--- src/rtl/traffic_pkg.sv ---
// Shared light-code, lamp pattern and driver-state definitions for the
// traffic-light FSM and its lamp driver.
package traffic_pkg;

    typedef logic [1:0] light_code_t;
    typedef logic [2:0] lamp_t;   // {red, yellow, green}, 1 = on

    localparam light_code_t LC_GREEN   = 2'b00;
    localparam light_code_t LC_YELLOW  = 2'b01;
    localparam light_code_t LC_RED     = 2'b10;
    localparam light_code_t LC_ILLEGAL = 2'b11;

    localparam lamp_t LAMP_OFF    = 3'b000;
    localparam lamp_t LAMP_GREEN  = 3'b001;
    localparam lamp_t LAMP_YELLOW = 3'b010;
    localparam lamp_t LAMP_RED    = 3'b100;
    localparam lamp_t LAMP_ALL    = 3'b111;

    typedef enum logic [1:0] {
        ST_NORMAL    = 2'b00,
        ST_LAMP_TEST = 2'b01,
        ST_FAULT     = 2'b10
    } drv_state_t;

    // Illegal codes show red so a transient glitch never lights a go lamp.
    function automatic lamp_t lamp_decode(input light_code_t code);
        case (code)
            LC_GREEN:  lamp_decode = LAMP_GREEN;
            LC_YELLOW: lamp_decode = LAMP_YELLOW;
            default:   lamp_decode = LAMP_RED;
        endcase
    endfunction

endpackage

--- src/rtl/traffic_lamp_driver_if.sv ---
// Light-code inputs, requests and lamp/status outputs between the traffic
// FSM side (master) and the lamp driver (slave).
interface traffic_lamp_driver_if;
    import traffic_pkg::*;

    light_code_t LA;
    light_code_t LB;
    logic        lamp_test;
    logic        fault_clr;
    lamp_t       lamp_a;
    lamp_t       lamp_b;
    logic        fault;
    logic        test_active;

    modport master (
        output LA, LB, lamp_test, fault_clr,
        input  lamp_a, lamp_b, fault, test_active
    );

    modport slave (
        input  LA, LB, lamp_test, fault_clr,
        output lamp_a, lamp_b, fault, test_active
    );

endinterface

--- src/rtl/blink_timer.sv ---
// Modulo-N cycle counter with a phase bit that toggles on each wrap; clear
// restarts the count with the phase ON.
module blink_timer #(
    parameter int unsigned DIV = 25_000_000
) (
    input  logic clk,
    input  logic reset,
    input  logic clear,
    output logic phase,
    output logic phase_d
);

    localparam int unsigned CW = $clog2(DIV + 1);
    localparam logic [CW-1:0] LAST = CW'(DIV - 1);

    logic [CW-1:0] cnt;
    logic [CW-1:0] cnt_d;

    always_comb begin
        cnt_d   = cnt + CW'(1);
        phase_d = phase;
        if (clear) begin
            cnt_d   = '0;
            phase_d = 1'b1;
        end else if (cnt == LAST) begin
            cnt_d   = '0;
            phase_d = ~phase;
        end
    end

    always_ff @(posedge clk) begin
        if (reset) begin
            cnt   <= '0;
            phase <= 1'b1;
        end else begin
            cnt   <= cnt_d;
            phase <= phase_d;
        end
    end

endmodule

--- src/rtl/traffic_lamp_driver.sv ---
// Lamp driver behind the two-street traffic FSM: registered decode, conflict
// monitor with latched flashing-red fault, and a timed lamp test.
module traffic_lamp_driver
    import traffic_pkg::*;
#(
    parameter int unsigned BLINK_DIV       = 25_000_000,
    parameter int unsigned CONFLICT_CYCLES = 2,
    parameter int unsigned TEST_CYCLES     = 50_000_000
) (
    input  logic                 clk,
    input  logic                 reset,
    traffic_lamp_driver_if.slave bus
);

    localparam int unsigned CCW = $clog2(CONFLICT_CYCLES + 1);
    localparam int unsigned TCW = $clog2(TEST_CYCLES + 1);
    localparam logic [CCW-1:0] CONF_LAST = CCW'(CONFLICT_CYCLES - 1);
    localparam logic [TCW-1:0] TEST_LAST = TCW'(TEST_CYCLES - 1);

    drv_state_t     state_q, state_d;
    logic [CCW-1:0] conf_cnt, conf_d;
    logic [TCW-1:0] test_cnt, test_d;
    lamp_t          lamp_a_d, lamp_b_d;
    logic           bad;
    logic           conflict_hit;
    logic           blink_clear;
    logic           blink_phase;
    logic           blink_phase_d;

    assign blink_clear = (state_q != ST_FAULT);

    blink_timer #(
        .DIV(BLINK_DIV)
    ) u_blink (
        .clk    (clk),
        .reset  (reset),
        .clear  (blink_clear),
        .phase  (blink_phase),
        .phase_d(blink_phase_d)
    );

    // Fault fires on the edge where the bad-cycle count would reach its limit,
    // so the counter itself never needs to hold the terminal value.
    always_comb begin
        bad = (bus.LA == LC_ILLEGAL) || (bus.LB == LC_ILLEGAL) ||
              ((bus.LA != LC_RED) && (bus.LB != LC_RED));
        conflict_hit = bad && (conf_cnt == CONF_LAST);
    end

    always_comb begin
        state_d = state_q;
        conf_d  = conf_cnt;
        test_d  = test_cnt;
        case (state_q)
            ST_NORMAL: begin
                conf_d = bad ? conf_cnt + CCW'(1) : '0;
                if (conflict_hit) begin
                    state_d = ST_FAULT;
                    conf_d  = '0;
                end else if (bus.lamp_test) begin
                    state_d = ST_LAMP_TEST;
                    test_d  = '0;
                end
            end
            ST_LAMP_TEST: begin
                conf_d = bad ? conf_cnt + CCW'(1) : '0;
                if (conflict_hit) begin
                    state_d = ST_FAULT;
                    conf_d  = '0;
                    test_d  = '0;
                end else if (test_cnt == TEST_LAST) begin
                    state_d = ST_NORMAL;
                    test_d  = '0;
                end else begin
                    test_d = test_cnt + TCW'(1);
                end
            end
            ST_FAULT: begin
                conf_d = '0;
                test_d = '0;
                if (bus.fault_clr && !bad) begin
                    state_d = ST_NORMAL;
                end
            end
            default: begin
                state_d = ST_FAULT;
                conf_d  = '0;
                test_d  = '0;
            end
        endcase
    end

    // Lamps are computed from the next state so they move on the same edge.
    always_comb begin
        lamp_a_d = LAMP_RED;
        lamp_b_d = LAMP_RED;
        case (state_d)
            ST_NORMAL: begin
                lamp_a_d = lamp_decode(bus.LA);
                lamp_b_d = lamp_decode(bus.LB);
            end
            ST_LAMP_TEST: begin
                lamp_a_d = LAMP_ALL;
                lamp_b_d = LAMP_ALL;
            end
            ST_FAULT: begin
                lamp_a_d = blink_phase_d ? LAMP_RED : LAMP_OFF;
                lamp_b_d = blink_phase_d ? LAMP_RED : LAMP_OFF;
            end
            default: begin
                lamp_a_d = LAMP_RED;
                lamp_b_d = LAMP_RED;
            end
        endcase
    end

    always_ff @(posedge clk) begin
        if (reset) begin
            state_q         <= ST_NORMAL;
            conf_cnt        <= '0;
            test_cnt        <= '0;
            bus.lamp_a      <= LAMP_RED;
            bus.lamp_b      <= LAMP_RED;
            bus.fault       <= 1'b0;
            bus.test_active <= 1'b0;
        end else begin
            state_q         <= state_d;
            conf_cnt        <= conf_d;
            test_cnt        <= test_d;
            bus.lamp_a      <= lamp_a_d;
            bus.lamp_b      <= lamp_b_d;
            bus.fault       <= (state_d == ST_FAULT);
            bus.test_active <= (state_d == ST_LAMP_TEST);
        end
    end

    // The registered phase only feeds the next-phase logic inside the timer.
    logic unused_phase;
    assign unused_phase = blink_phase;

endmodule

--- src/flat_wrapper.sv ---
// flat-port wrapper written by rule: the top's interface ports become plain ports
module traffic_lamp_driver_flat import traffic_pkg::*;
#(
    parameter int unsigned BLINK_DIV       = 25_000_000,
    parameter int unsigned CONFLICT_CYCLES = 2,
    parameter int unsigned TEST_CYCLES     = 50_000_000
)
  (clk, reset, bus_LA, bus_LB, bus_lamp_test, bus_fault_clr, bus_lamp_a, bus_lamp_b, bus_fault, bus_test_active);
  traffic_lamp_driver_if bus_i ();
  input  logic clk;
  input  logic reset;
  input wire logic [$bits(bus_i.LA)-1:0] bus_LA;
  input wire logic [$bits(bus_i.LB)-1:0] bus_LB;
  input wire logic [$bits(bus_i.lamp_test)-1:0] bus_lamp_test;
  input wire logic [$bits(bus_i.fault_clr)-1:0] bus_fault_clr;
  output wire logic [$bits(bus_i.lamp_a)-1:0] bus_lamp_a;
  output wire logic [$bits(bus_i.lamp_b)-1:0] bus_lamp_b;
  output wire logic [$bits(bus_i.fault)-1:0] bus_fault;
  output wire logic [$bits(bus_i.test_active)-1:0] bus_test_active;
  assign bus_i.LA = bus_LA;
  assign bus_i.LB = bus_LB;
  assign bus_i.lamp_test = bus_lamp_test;
  assign bus_i.fault_clr = bus_fault_clr;
  assign bus_lamp_a = bus_i.lamp_a;
  assign bus_lamp_b = bus_i.lamp_b;
  assign bus_fault = bus_i.fault;
  assign bus_test_active = bus_i.test_active;
  traffic_lamp_driver #(.BLINK_DIV(BLINK_DIV), .CONFLICT_CYCLES(CONFLICT_CYCLES), .TEST_CYCLES(TEST_CYCLES)) u_core (.clk(clk), .reset(reset), .bus(bus_i));
endmodule
--- config.mk ---
export PLATFORM = sky130hd
export DESIGN_NAME = traffic_lamp_driver_flat
export DESIGN_NICKNAME = d
export VERILOG_FILES = /design/src/rtl/traffic_pkg.sv /design/src/rtl/traffic_lamp_driver_if.sv /design/src/rtl/blink_timer.sv /design/src/rtl/traffic_lamp_driver.sv /design/src/flat_wrapper.sv
export SDC_FILE = /design/constraint.sdc
export NUM_CORES = 1
export LEC_CHECK = 0
export CAP_MARGIN = 20
export CORE_ASPECT_RATIO = 0.8
export CORE_MARGIN = 1.5
export CORE_UTILIZATION = 45
export CTS_BUF_LIST = sky130_fd_sc_hd__clkbuf_16
export DETAILED_ROUTE_END_ITERATION = 8
export PLACE_DENSITY = 0.65
export SETUP_SLACK_MARGIN = 0.4
export SLEW_MARGIN = 10
export SYNTH_ARGS = -nofsm -noshare
export SYNTH_HDL_FRONTEND = slang
export SYNTH_SLANG_ARGS = --single-unit
--- constraint.sdc ---
create_clock -name clk -period 1.86 [get_ports clk]
set_input_delay 0.558 -clock clk [delete_from_list [all_inputs] [get_ports clk]]
set_output_delay 0.558 -clock clk [all_outputs]
set_load 0.03 [all_outputs]
==> results.json <==
{
  "numPortBuffers": 15,
  "startpoint": "u_core.test_cnt[8]$_SDFFE_PP0P_",
  "cts.sinks": 64,
  "grt_max_degree": 27,
  "synth_top_family_by_area": "simple AND/OR/NAND/NOR gates",
  "p_seq_share_pct": 36.9,
  "remaining_drc_errors": 0,
  "min_period_over_period_pct": 100,
  "post-place-ws_ps": -647,
  "area_delta_synth_final_pct": 54.6,
  "dieHeight_um": 77.5,
  "violations": "setup timing",
  "root_buffer": "clkbuf_16",
  "fin_nets": 440,
  "cts_made_buffers": 9,
  "rsz0062_at_grt": "true",
  "cp_num_buf_inv": 1,
  "holdCritPathClass": "flip-flop to flip-flop",
  "synth_fa_ha_area_share_pct": 1.20,
  "yosysWarnings": 0,
  "diodes": 0,
  "start_util_pct": 47.7,
  "hold_viol_final": 0,
  "slew_headroom_pct": 73.5,
  "die-area_um2": 7440,
  "syn_area_per_cell_um2": 9.09,
  "cp_top_family": "simple AND/OR/NAND/NOR gates",
  "drive_above_1_share_pct": 49.8,
  "cts_max_level": 3,
  "critPathArrivalTime_ps": 2080,
  "maxCapViolCount": 0,
  "num_vias": 3013,
  "clock_skew_ps": 6.02,
  "grt_first_pass_wirelength_mm": 13.7,
  "crit_path_max_incr_delay_ps": 440,
  "grt_usage_pct": 24.5,
  "syn_area_um2": 3120,
  "gp_congestion": 0.794,
  "yosysSeqAreaShare_pct": 41.1,
  "status": "finished with violations",
  "die_w_um": 96.1,
  "synth_cell_types": 49,
  "fmax_ghz": 0.537,
  "clock_latency_ps": 340,
  "p_leak_nw": 1.63,
  "ctsHoldBuffers": 0,
  "reg2reg_from": "u_core.test_cnt[8]$_SDFFE_PP0P_",
  "first_iter_violations": 144,
  "multiInputGateArea_um2": 2220,
  "cp-start-kind": "flip-flop",
  "tightest_slew_ps": 398,
  "crit_path_end_kind": "flip-flop",
  "ir_worst_vdd_mv": 0.623,
  "finish.utilization_pct": 73.7,
  "switching_share_pct": 24.6,
  "syn_inst": 343,
  "dp.cells": 483,
  "cts_buffer_depth": 2,
  "synth-simple-area-share_pct": 26.1,
  "clkSlewWorstSetupHoldPaths_ps": 60,
  "setup-tns-final_ps": -2.62,
  "clkPwrFrac_pct": 50.8,
  "cp_max_fo": 26,
  "synthXorXnorAreaFrac_pct": 11.8,
  "final_cells": 518,
  "switchingPower_uw": 950,
  "finalWorstSetupSlack_ps": -2.62,
  "layout_commonest_cell": "buf_4",
  "min_from": "u_core.conf_cnt[0]$_SDFF_PP0_",
  "totalWireLength_mm": 9.28,
  "dp_hpwl_mm": 4.96,
  "powerDensity_nw_per_um2": 800,
  "cpMaxStageDelayCell": "or3_4",
  "critPathKind": "flip-flop to flip-flop",
  "cts_tree": "yes",
  "setup_violations": 1,
  "path_cells": "nor4b_4, nand4_1, or3_4, a41oi_4, buf_12, nor2_1",
  "drtAntennaViolNets": 0,
  "first_pass_iters": 5,
  "antenna_found_initial": 0,
  "slew_viol_final": 0,
  "crit_required_ps": 2080,
  "synth-compound-area-share_pct": 13.7,
  "p_comb_share_pct": 12.2,
  "regArea_um2": 1310,
  "synthArstFlopShare_pct": 0,
  "layout_min_cycle_time_ps": 1860,
  "hold_ws_ps": 434,
  "vias_per_cell": 5.82,
  "io_pins": 16,
  "ys_ff_latch": 64,
  "fp-row-count": 26,
  "grt_pass1_vias": 2828,
  "fill_cells": 411,
  "synth_flop_cell": "dfxtp_1",
  "synth_nets": 354,
  "coreArea_um2": 6540,
  "synth_edf_count": 0,
  "final_cell_mix": "buf_4 (63), dfxtp_1 (44), xnor2_1 (32), nor2_4 (26), nor2_1 (26)",
  "synth.area.mux_share_pct": 1.08,
  "wire_per_inst_um": 17.9,
  "intPower_mw": 2.91,
  "grt_overflow": 0
}
cell families after synthesis:
family	after synthesis
AOI/OAI and AO/OA	45
xor gates and xnor gates	42
adders and majority gates	3
buffers and inverters	32
DFF	64
muxes	3
and+or+nand+nor	154
layout make-up:
class / count / share of cell area, %
flip-flops and latches: 64 / 27.2
repair buffers: 88 / 16.1
well taps: 84 / 2.18
clock inverters: 7 / 2.49
inverters: 18 / 1.40
multi-input cells: 248 / 46.0
clock buffers: 9 / 4.67
power groups by stage:
stage,Clock (mW),Combinational [mW],Sequential (mW)
detailed placement,0,0.382,1.46
CTS,1.96,0.432,1.43
global route,2.04,0.502,1.43
finish,1.96,0.472,1.43
global placement,0,0.375,1.45
floorplan,0,0.183,1.49
state kept, by name, summed over array words and instances (netlist names):
name                    flops
u_core.bus.fault            1
u_core.bus.lamp_a           3
u_core.bus.lamp_b           3
u_core.bus.test_active      1
u_core.conf_cnt             2
u_core.state_q              2
u_core.test_cnt            26
u_core.u_blink.cnt         25
u_core.u_blink.phase        1
synth_stat cells, types with 4 or more instances:
cell       n  area [µm²]
a211oi_1   7        52.6
a21oi_1    8        40.0
and4_1     6        52.6
buf_2      7        35.0
dfxtp_1   64        1280
inv_1     18        67.6
nand2_1   20        75.1
nand3_1   18        90.1
nand4_1   11        68.8
nor2_1    53         199
nor2_2     4        25.0
nor2b_1    5        31.3
nor3_1     4        20.0
nor4_1     9        56.3
o31ai_1    4        30.0
o41ai_1    4        35.0
or4_1      4        30.0
xnor2_1   33         289
xor2_1     9        78.8
timing repair:
item | in CTS | in global routing
setup endpoints to repair | 72 | 62
gates cloned | 4 | 0
setup buffers | 13 | 2
resized for setup | 113 | 68
pin swaps | 20 | 13
per-stage QoR:
stage / area [µm²] / power, mW
6_report: 4820 / 3.86
5_1_grt: 4820 / 3.97
4_1_cts: 4550 / 3.82
3_5_place_dp: 3830 / 1.84
3_3_place_gp: 3830 / 1.83
2_1_floorplan: 3240 / 1.67
layer usage:
metal  vias to the layer above  track usage [%]  part of all wire [%]
li1                       1390                -                     -
met1                      1483             31.3                    44
met2                       114             38.7                    47
met3                        26             6.57                   6.1
met4                         0             10.1                   2.4
met5                         -                0                     0
final timing paths:
path / cells past startpoint / to / slack, ps
setup reg to reg: 6 / u_core.test_cnt[18]$_SDFFE_PP0P_ / -3
hold reg to reg: 1 / u_core.conf_cnt[0]$_SDFF_PP0_ / 430
setup / recovery: 6 / u_core.test_cnt[18]$_SDFFE_PP0P_ / -3
hold / removal: 1 / u_core.conf_cnt[0]$_SDFF_PP0_ / 430
Power figures use the tool's default switching activity.
